File: src/rtl/scan_misr_reg_pkg.sv
// Shared mode encodings and default MISR polynomial for the scan/MISR register bank.
package scan_pkg;

    typedef enum logic [1:0] {
        MODE_HOLD  = 2'b00,
        MODE_LOAD  = 2'b01,
        MODE_SHIFT = 2'b10,
        MODE_MISR  = 2'b11
    } scan_mode_t;

    localparam logic [7:0] DEFAULT_POLY = 8'h1D;

endpackage

File: src/rtl/scan_misr_reg_if.sv
// Control/data bundle of one scan/MISR register bank; test logic drives via master.
interface scan_misr_reg_if #(
    parameter int unsigned WIDTH = 8
);
    logic             EN;
    logic [1:0]       MODE;
    logic [WIDTH-1:0] D;
    logic             SI;
    logic [WIDTH-1:0] Q;
    logic             SO;
    logic             SHIFT_DONE;

    modport master (
        output EN, MODE, D, SI,
        input  Q, SO, SHIFT_DONE
    );

    modport slave (
        input  EN, MODE, D, SI,
        output Q, SO, SHIFT_DONE
    );
endinterface

File: src/rtl/scan_misr_reg_counter.sv
// Shift-length counter: counts shift edges and emits a registered one-cycle pulse
// on the edge that completes a full WIDTH-bit shift.
module scan_bit_counter #(
    parameter int unsigned WIDTH = 8
) (
    input  logic clk,
    input  logic rst_n,
    input  logic en,
    input  logic cnt_en,
    input  logic clr,
    output logic done
);
    localparam int unsigned CW = (WIDTH > 1) ? $clog2(WIDTH) : 1;
    localparam logic [CW-1:0] LAST = CW'(WIDTH - 1);

    logic [CW-1:0] cnt_q, cnt_d;
    logic          done_q, done_d;

    always_comb begin
        cnt_d  = cnt_q;
        done_d = 1'b0;
        if (en) begin
            if (cnt_en) begin
                if (cnt_q == LAST) begin
                    cnt_d  = '0;
                    done_d = 1'b1;
                end else begin
                    cnt_d = cnt_q + 1'b1;
                end
            end else if (clr) begin
                cnt_d = '0;
            end
        end
    end

    always_ff @(posedge clk) begin
        if (!rst_n) begin
            cnt_q  <= '0;
            done_q <= 1'b0;
        end else begin
            cnt_q  <= cnt_d;
            done_q <= done_d;
        end
    end

    assign done = done_q;
endmodule

File: src/rtl/scan_misr_reg.sv
// WIDTH-bit hold/load/scan/MISR register bank with shift-length done pulse.
// MISR compaction in MODE 11 is built only when SCAN_MISR_EN is defined; otherwise MODE 11 holds.
module scan_misr_reg
    import scan_pkg::*;
#(
    parameter int unsigned      WIDTH     = 8,
    parameter logic [WIDTH-1:0] RESET_VAL = '0,
    parameter logic [WIDTH-1:0] POLY      = WIDTH'(DEFAULT_POLY)
) (
    input  logic              C,
    input  logic              R,
    scan_misr_reg_if.slave    bus
);
    logic [WIDTH-1:0] q_q, q_d;
    scan_mode_t       mode;
    logic             shift_en;
    logic             cnt_clr;

    assign mode = scan_mode_t'(bus.MODE);

    always_comb begin
        q_d = q_q;
        if (bus.EN) begin
            case (mode)
                MODE_LOAD:  q_d = bus.D;
                MODE_SHIFT: q_d = {q_q[WIDTH-2:0], bus.SI};
`ifdef SCAN_MISR_EN
                MODE_MISR:  q_d = ({q_q[WIDTH-2:0], 1'b0} ^ (q_q[WIDTH-1] ? POLY : '0)) ^ bus.D;
`endif
                default:    q_d = q_q;
            endcase
        end
    end

    always_ff @(posedge C) begin
        if (!R) begin
            q_q <= RESET_VAL;
        end else begin
            q_q <= q_d;
        end
    end

    assign shift_en = (mode == MODE_SHIFT);
    assign cnt_clr  = !shift_en;

    scan_bit_counter #(
        .WIDTH (WIDTH)
    ) u_cnt (
        .clk    (C),
        .rst_n  (R),
        .en     (bus.EN),
        .cnt_en (shift_en),
        .clr    (cnt_clr),
        .done   (bus.SHIFT_DONE)
    );

    assign bus.Q  = q_q;
    assign bus.SO = q_q[WIDTH-1];
endmodule

File: src/flat_wrapper.sv
// flat-port wrapper written by rule: the top's interface ports become plain ports
module scan_misr_reg_flat import scan_pkg::*;
#(
    parameter int unsigned      WIDTH     = 8,
    parameter logic [WIDTH-1:0] RESET_VAL = '0,
    parameter logic [WIDTH-1:0] POLY      = WIDTH'(DEFAULT_POLY)
)
  (C, R, bus_EN, bus_MODE, bus_D, bus_SI, bus_Q, bus_SO, bus_SHIFT_DONE);
  scan_misr_reg_if #(.WIDTH(WIDTH)) bus_i ();
  input  logic C;
  input  logic R;
  input wire logic [$bits(bus_i.EN)-1:0] bus_EN;
  input wire logic [$bits(bus_i.MODE)-1:0] bus_MODE;
  input wire logic [$bits(bus_i.D)-1:0] bus_D;
  input wire logic [$bits(bus_i.SI)-1:0] bus_SI;
  output wire logic [$bits(bus_i.Q)-1:0] bus_Q;
  output wire logic [$bits(bus_i.SO)-1:0] bus_SO;
  output wire logic [$bits(bus_i.SHIFT_DONE)-1:0] bus_SHIFT_DONE;
  assign bus_i.EN = bus_EN;
  assign bus_i.MODE = bus_MODE;
  assign bus_i.D = bus_D;
  assign bus_i.SI = bus_SI;
  assign bus_Q = bus_i.Q;
  assign bus_SO = bus_i.SO;
  assign bus_SHIFT_DONE = bus_i.SHIFT_DONE;
  scan_misr_reg #(.WIDTH(WIDTH), .RESET_VAL(RESET_VAL), .POLY(POLY)) u_core (.C(C), .R(R), .bus(bus_i));
endmodule
File: config.mk
export PLATFORM = sky130hd
export DESIGN_NAME = scan_misr_reg_flat
export DESIGN_NICKNAME = d
export VERILOG_FILES = /design/src/rtl/scan_misr_reg_pkg.sv /design/src/rtl/scan_misr_reg_if.sv /design/src/rtl/scan_misr_reg_counter.sv /design/src/rtl/scan_misr_reg.sv /design/src/flat_wrapper.sv
export SDC_FILE = /design/constraint.sdc
export NUM_CORES = 1
export LEC_CHECK = 0
export CAP_MARGIN = 20
export CORE_MARGIN = 5
export CORE_UTILIZATION = 43
export CTS_BUF_LIST = sky130_fd_sc_hd__clkbuf_16
export CTS_CLUSTER_DIAMETER = 80
export DETAILED_ROUTE_END_ITERATION = 16
export PLACE_DENSITY_LB_ADDON = 0.08
export SLEW_MARGIN = 15
export SYNTH_ARGS = -nofsm -noshare
export SYNTH_HDL_FRONTEND = slang
export SYNTH_HIERARCHICAL = 1
export SYNTH_SLANG_ARGS = --single-unit
export TNS_END_PERCENT = 10
File: constraint.sdc
create_clock -name C -period 1.9 [get_ports C]
set_input_delay 0.38 -clock C [delete_from_list [all_inputs] [get_ports C]]
set_output_delay 0.38 -clock C [all_outputs]
set_load 0.01 [all_outputs]
==> summary by stage, run 1 <==
Worst setup path
STA puts the critical path data required time at approximately 2 ns. The worst setup path is of the primary input to flop kind. STA classifies the critical path endpoint as a flop.

The element type at the critical path start is a primary input. At the worst endpoint, the arrival time is about 1.8 ns. The peak fanout along the critical path is 13.

Cells and area
At the end of the flow, the number of nets in the layout was 100. The filler cells instantiated in the layout total 105. From synthesis to final layout, the design area changed by 52.5%. The final core area utilization is between 60% and 70%. Cells with a size suffix above 1 make up 7.41% of the layout. The number of diodes is 0.

Summing all multi-input logic gate instances after layout gives 300 µm². The sequential cells in the finished layout cover a total of 240 µm².

Power
The switching fraction of total power is 21.5%. The internal portion of total power is ~0.6 mW. Per report_power, the combinational group accounts for about 16% of the total. The total power is 0.787 mW. The power per unit of standard cell area is approximately 900 mW/mm². In this run, flip-flops and latches consume between 30% and 40% of the power. In this run the power spent charging and discharging nets is between 0.15 and 0.2 mW. The analysis attributes to cell leakage a power of around 0.35 nW.

IR analysis of the VDD net gives a maximum drop of between 0.5 and 0.6 mV. Of the total power, the clock network draws slightly below 50%.

Routing
The first-pass iteration count of the detailed router is 4. The count of vias placed by the detailed router is 493. The ratio of routed vias to standard cells is about 5.1. The DRC marker count from the first detailed-route iteration is 9. Dividing the detail-routed wire length by the instance count gives 13.2 µm. For this run, design rule violations remaining after detail routing come to 0. The number of antenna-violating nets in the routed design is 0. Wires add up to between 1000 and 1500 µm.

STA
The least setup slack across all paths after layout is about 0.24 ns. The final setup skew is 0.00563 ns. Derived from the worst setup path, the maximum achievable clock frequency is 604 MHz.

In the final timing run, aggregate negative setup slack is 0 ns. The part of the cycle the worst path needs is between 80% and 90%. The final max-slew violation count is 0. The worst path needs approximately 1.7 ns of the cycle, external delays included.

The worst hold slack after final layout is ~0.46 ns. The worst pin sits at a relative slew slack of approximately three fifths. Setup repair after global routing left no endpoint under its margin. The number of hold violations in the final report is 0.

At the pin with the least slew margin, the transition time is 0.589 ns. Setup violations remaining at the end of the flow were counted as 0.

Synthesis
For this run, the leading register cell type out of synthesis is sky130_fd_sc_hd__dfxtp_1. The cell accounting for the most synthesized area is sky130_fd_sc_hd__dfxtp_1. The Yosys warning count is 6. Sorting the synthesized cells by how often they occur yields 12 x sky130_fd_sc_hd__dfxtp_1, 8 x sky130_fd_sc_hd__a21oi_1, 8 x sky130_fd_sc_hd__mux2i_1.

The post-synthesis net count is 75. In this run the mean area of a mapped cell was about 10 µm². In this run, synthesis produced a sequential element count of 12. The area share of the largest cell type after synthesis is a little over two fifths. By area the synthesized netlist is led by sky130_fd_sc_hd__dfxtp_1 42%, sky130_fd_sc_hd__mux2i_1 14%, sky130_fd_sc_hd__ha_1 8.7%, sky130_fd_sc_hd__a21oi_1 7.0%, sky130_fd_sc_hd__o21ai_0 5.2%.

The synthesized design contains 0 enable-type register cells. The dominant cell by count in the synthesized netlist is sky130_fd_sc_hd__dfxtp_1. The sequential cell area fraction in the yosys report is 41.8%. After synthesis the cells add up to 574 µm². The number of standard cells after synthesis is 57. Counting flops with an async set or reset pin after synthesis yields a share of 0%.

The count of distinct cell types in the synthesized netlist is 17.

Placement
The half-perimeter wire length after placement is between 800 and 900 µm. The congestion estimate from routability-driven global placement came to between 0.7 and 0.8. The worst setup timing slack at the placement stage is -0.00729 ns. The count of input and output buffers is 23.

Clock network
The total of hold buffers inserted after clock tree synthesis is 0. The number of H-tree branching levels is 1. The root buffer cell is sky130_fd_sc_hd__clkbuf_16. The tree built by TritonCTS fans out to 12 sinks. The number of buffers between clock root and the deepest sink is 2.

The number of gates resized after CTS was 0. The clock latency at the later pin of the worst-skew pair is 0.24 ns. TritonCTS built the clock tree. The buffers inserted during post-CTS setup optimization is 0. TritonCTS created 3 clock buffers.

After clock tree synthesis, the clock-pin slew on the worst setup and hold paths is around 0.05 ns.

Floorplan
The core footprint is roughly 0.0013 mm². For this design the top-level I/O count stands at 24. For this configuration, the core starts out at a cell density of between 40% and 50%. The initialized floorplan defines 13 standard-cell rows. The die covers roughly 0.0022 mm².

The die boundary height is approximately 47 µm. In this run the horizontal extent of the chip is about 47 µm.

GRT
The final global-route overflow total is 0. The global-route wire length before repair is roughly 2000 µm. The initial antenna violation count was 0. The total routing usage reported by global routing is 13.2%. The number of global-route vias before repair is 492. Entering global routing, the biggest net connects 17 pins.

Status
The flow ran to the end, and the final reports show no timing, DRC or antenna violations.

Run
The max-cap violation count is 0.

Min path
The class of the worst hold path is flop to flop.
## power by group through the flow
stage	combinational (mW)	clock, mW	sequential [mW]
final	0.122	0.385	0.280
after global routing	0.132	0.406	0.283
after CTS	0.124	0.393	0.280
after detailed placement	0.123	0	0.284
after global placement	0.121	0	0.285
after floorplan	0.0516	0	0.290
## placed cells by master (no fill, tap or decap), types with 2 or more instances in the layout
cell type                          n
sky130_fd_sc_hd__clkdlybuf4s50_1  23
sky130_fd_sc_hd__dfxtp_1          12
sky130_fd_sc_hd__mux2i_1           8
sky130_fd_sc_hd__a21oi_1           8
sky130_fd_sc_hd__o21ai_0           6
sky130_fd_sc_hd__ha_1              4
sky130_fd_sc_hd__clkbuf_16         3
sky130_fd_sc_hd__o21ai_1           3
sky130_fd_sc_hd__nand2_1           3
sky130_fd_sc_hd__inv_1             2
sky130_fd_sc_hd__nand4_1           2
## metrics by stage
step                std cells  instance area [µm²]
floorplan                  57                  574
CTS                        96                  876
finish                     96                  876
global placement           92                  797
global route               96                  876
detailed placement         92                  797
## worst paths after layout
| path | from | slack (ns) | cells past startpoint | endpoint |
|---|---|---|---|---|
| max | bus_MODE[1] | 0.24 | 4 | u_core/bus.Q[7] |
| min | u_core/u_cnt/cnt_q[1] | 0.46 | 2 | u_core/u_cnt/cnt_q[1] |
| max reg2reg | u_core/u_cnt/cnt_q[0] | 0.75 | 4 | u_core/u_cnt/cnt_q[0] |
| min reg2reg | u_core/u_cnt/cnt_q[1] | 0.46 | 2 | u_core/u_cnt/cnt_q[1] |
## layer usage
| layer | GRT usage (%) | vias up | share of wire, % |
|---|---|---|---|
| li1 | - | 255 | - |
| met1 | 15.2 | 227 | 42 |
| met2 | 20.9 | 11 | 52 |
| met3 | 7.42 | 0 | 6.0 |
| met4 | 3.41 | 0 | 0 |
| met5 | 0 | - | 0 |
## area by class of cell
class                   count  area share [%]
clock inverters             1           0.429
inverters                   2           0.857
repair buffers             23            26.3
multi-input cells          40            34.3
well taps                  15            2.14
flip-flops and latches     12            27.4
clock buffers               3            8.57
## registers in the layout, indices dropped and copies added (netlist names)
register,count
u_core/bus.Q,8
u_core/u_cnt/cnt_q,3
u_core/u_cnt/done,1
## worst max-delay path, stage by stage
cell and delay, ns:
sky130_fd_sc_hd__clkdlybuf4s50_1 0.48, sky130_fd_sc_hd__ha_1 0.54, sky130_fd_sc_hd__mux2i_1 0.28, sky130_fd_sc_hd__a21oi_1 0.08
## cells by family (layout without fill, tap and decap cells)
kind of cell    after synthesis  count (layout)  share of synthesized area, %
buf+inv                       5              29                          5.88
mux                           8               8                          13.9
simple gates                  8               8                          10.5
flops                        12              12                          41.8
compound gates               20              20                          19.2
fa+ha+maj                     4               4                          8.71
Power figures use the tool's default switching activity.
==> inputs of run 2 (changes only) <==
--- a/config.mk
+++ b/config.mk
@@ -6,12 +6,14 @@
 export NUM_CORES = 1
 export LEC_CHECK = 0
 export CAP_MARGIN = 20
-export CORE_MARGIN = 5
-export CORE_UTILIZATION = 43
+export CORE_AREA = 5 5 42 44
 export CTS_BUF_LIST = sky130_fd_sc_hd__clkbuf_16
 export CTS_CLUSTER_DIAMETER = 80
 export DETAILED_ROUTE_END_ITERATION = 16
+export DIE_AREA = 0 0 47 49
+export DONT_BUFFER_PORTS = 1
 export PLACE_DENSITY_LB_ADDON = 0.08
+export REMOVE_ABC_BUFFERS = 1
 export SLEW_MARGIN = 15
 export SYNTH_ARGS = -nofsm -noshare
 export SYNTH_HDL_FRONTEND = slang
==> summary by stage, run 2 (same netlist as run 1, synthesis figures left out) <==
Floorplan
The overall die area is roughly 0.0023 mm². In this run the vertical extent of the chip is between 40 and 50 µm. Pin placement for this block handled 24 I/O pins. From left edge to right edge, the die measures approximately 47 µm. The floorplan has 14 rows. The region available for standard cell placement spans 0.00140 mm². The effective utilization at floorplan is between 40% and 50%.

GRT
The final global-route overflow total is 0. The initial antenna violation count was 0. The number of global-route vias before repair is around 470. Entering global routing, the biggest net connects 17 pins. The total routing usage reported by global routing is 12.3%. The first global-routing pass estimated 2010 µm of wire.

STA
Timing would allow up to approximately 820 MHz. The worst-case headroom to the max-slew limit is between 70% and 80%. The part of the cycle the worst path needs is approximately 64%. The total negative slack for setup checks is 0 ns. The final max-slew violation count is 0. The minimum period implied by the final worst setup slack is about 1.2 ns. The measured slew at the worst slew-check pin is between 0.3 and 0.4 ns. Setup repair after global routing left no endpoint under its margin. The number of hold violations in the final report came to 0. The number of setup violations in the final report is 0. The final setup skew is 0.00484 ns.

Routing
The number of antenna-violating nets in the routed design is 0. The first-pass iteration count of the detailed router is 4. For this run, design rule violations remaining after detail routing come to 0.

The routed layout has between 400 and 500 vias. The total wirelength of the detailed-routed design is 1250 µm. The DRC marker count from the first detailed-route iteration is 11.

Using the TritonRoute via totals, the vias-per-cell ratio works out to just under 6. In the final routed layout, each cell accounts on average for roughly 17 µm.

Worst setup path
The kind of cell with the highest combined delay on the critical path is adder cells. The worst path buffer plus inverter count is 2. Along the worst path, the maximum fanout reaches 8.

The kind of capture point of the worst setup path is a flop. The delay of the slowest cell on the worst path is 0.35 ns. The cell type of the slowest stage on the worst timing path is sky130_fd_sc_hd__ha_1. The signal on the critical path passes through inv_1 -> ha_1 -> buf_4 -> mux2i_1 -> a21oi_1. The element type at the critical path start is a primary input.

The critical path data arrival time is roughly 1.3 ns. STA puts the critical path data required time at roughly 2.0 ns. The critical path start-end classification is primary input to flop.

Power
Dividing total power by cell area gives a power density of around 1100 mW/mm². For this design the static power due to leakage is around 0.27 nW. The sequential share of power is roughly two fifths. In this run switching power makes up 22.1% of total power. VDD sags by at most ~0.54 mV. The internal portion of total power is around 0.57 mW.

Combinational cells account for 7.1% of the total power. The switching power summed over all nets is around 0.16 mW. The clock share of power is around 53%.

Clock network
The number of buffers created by CTS is 3. In this run, post-CTS hold repair placed 0 buffers. The clock reaches the later pin of the worst-skew pair after ~0.24 ns. Counting every sink on the clock net gives 12. The root buffer cell is sky130_fd_sc_hd__clkbuf_16.

In this run the number of H-tree levels came out at 1. The TritonCTS clock tree is done. After clock tree synthesis, the clock-pin slew on the worst setup and hold paths is 0.04 ns. The number of gates resized after CTS was 0. The buffers inserted during post-CTS setup optimization is 0. The longest clock path from root to sink contains 2 buffers.

Min path
The class of the worst hold path is primary input to flop.

Placement
Routability-driven placement finished with a final weighted congestion of between 0.6 and 0.7. The number of placed instances, taps included, is 71. The half-perimeter wire length after placement is a little over 900 µm. The count of input and output buffers is 0.

Cells and area
In the layout the commonest cells are 12 x sky130_fd_sc_hd__dfxtp_1, 8 x sky130_fd_sc_hd__mux2i_1, 8 x sky130_fd_sc_hd__a21oi_1. The signed area change from the synthesized netlist to the final layout is 13.9%. For this run, the number of standard cells in the final layout without fillers is 75.

The number of nets in the final layout is between 70 and 80. The number of diodes is 0. The library cell used most frequently in the layout, excluding fill and tap cells, is sky130_fd_sc_hd__dfxtp_1. The register with the most flip-flops in the layout has 8 of them. The ratio of cells with drive above 1 in the final layout is about an eighth. The layout filler cell count is 149.

Run
The max-cap violation count is 0.

Status
The flow ran to the end, and the final reports show no timing, DRC or antenna violations.
-- run 2: power by group through the flow --
| stage | registers [mW] | logic [mW] | clock network (mW) |
|---|---|---|---|
| 5_1_grt | 0.292 | 0.0598 | 0.415 |
| 3_5_place_dp | 0.295 | 0.0524 | 0 |
| 3_3_place_gp | 0.295 | 0.0496 | 0 |
| 2_1_floorplan | 0.291 | 0.0434 | 0 |
| 4_1_cts | 0.291 | 0.0529 | 0.395 |
| 6_report | 0.290 | 0.0521 | 0.390 |
-- run 2: final timing paths --
| path | startpoint | endpoint | slack [ns] | cells past startpoint |
|---|---|---|---|---|
| setup reg to reg | u_core/u_cnt/cnt_q[0] | u_core/u_cnt/cnt_q[0] | 0.70 | 4 |
| hold reg to reg | u_core/u_cnt/cnt_q[2] | u_core/u_cnt/cnt_q[2] | 0.46 | 2 |
| setup / recovery | bus_MODE[0] | u_core/bus.Q[5] | 0.69 | 5 |
| hold / removal | R | u_core/bus.Q[6] | 0.25 | 2 |
-- run 2: worst reg2reg max path, cell delays in order (launching register included) --
cell,delay (ns)
sky130_fd_sc_hd__dfxtp_1,0.32
sky130_fd_sc_hd__ha_1,0.21
sky130_fd_sc_hd__ha_1,0.20
sky130_fd_sc_hd__and4bb_1,0.28
sky130_fd_sc_hd__o2bb2ai_1,0.12
-- run 2: layer usage --
layer | GRT usage (%) | up-vias | wire length, µm
li1 | - | 211 | -
met1 | 13.0 | 204 | 483
met2 | 18.1 | 18 | 630
met3 | 5.17 | 2 | 116
met4 | 10.1 | 0 | 22
met5 | 0 | - | 0
-- run 2: layout make-up --
type | instances | area [µm²] | area share, %
clock inverters | 1 | 3.75 | 0.574
flip-flops and latches | 12 | 240 | 36.7
well taps | 16 | 20.0 | 3.06
multi-input cells | 40 | 300 | 45.9
inverters | 2 | 7.51 | 1.15
clock buffers | 3 | 75.1 | 11.5
repair buffers | 1 | 7.51 | 1.15
-- run 2: through the flow --
stage | power [mW] | hold WS [ns] | setup WS (ns) | utilization (%) | instance area, µm²
3_5_place_dp | 0.347 | 0.452 | 0.442 | 41.1 | 576
6_report | 0.732 | 0.254 | 0.686 | 46.7 | 654
3_3_place_gp | 0.344 | 0.449 | 0.504 | 41.1 | 576
4_1_cts | 0.739 | 0.250 | 0.675 | 46.7 | 654
2_1_floorplan | 0.334 | 0.432 | 0.590 | - | 548
5_1_grt | 0.766 | 0.258 | 0.613 | 46.7 | 654
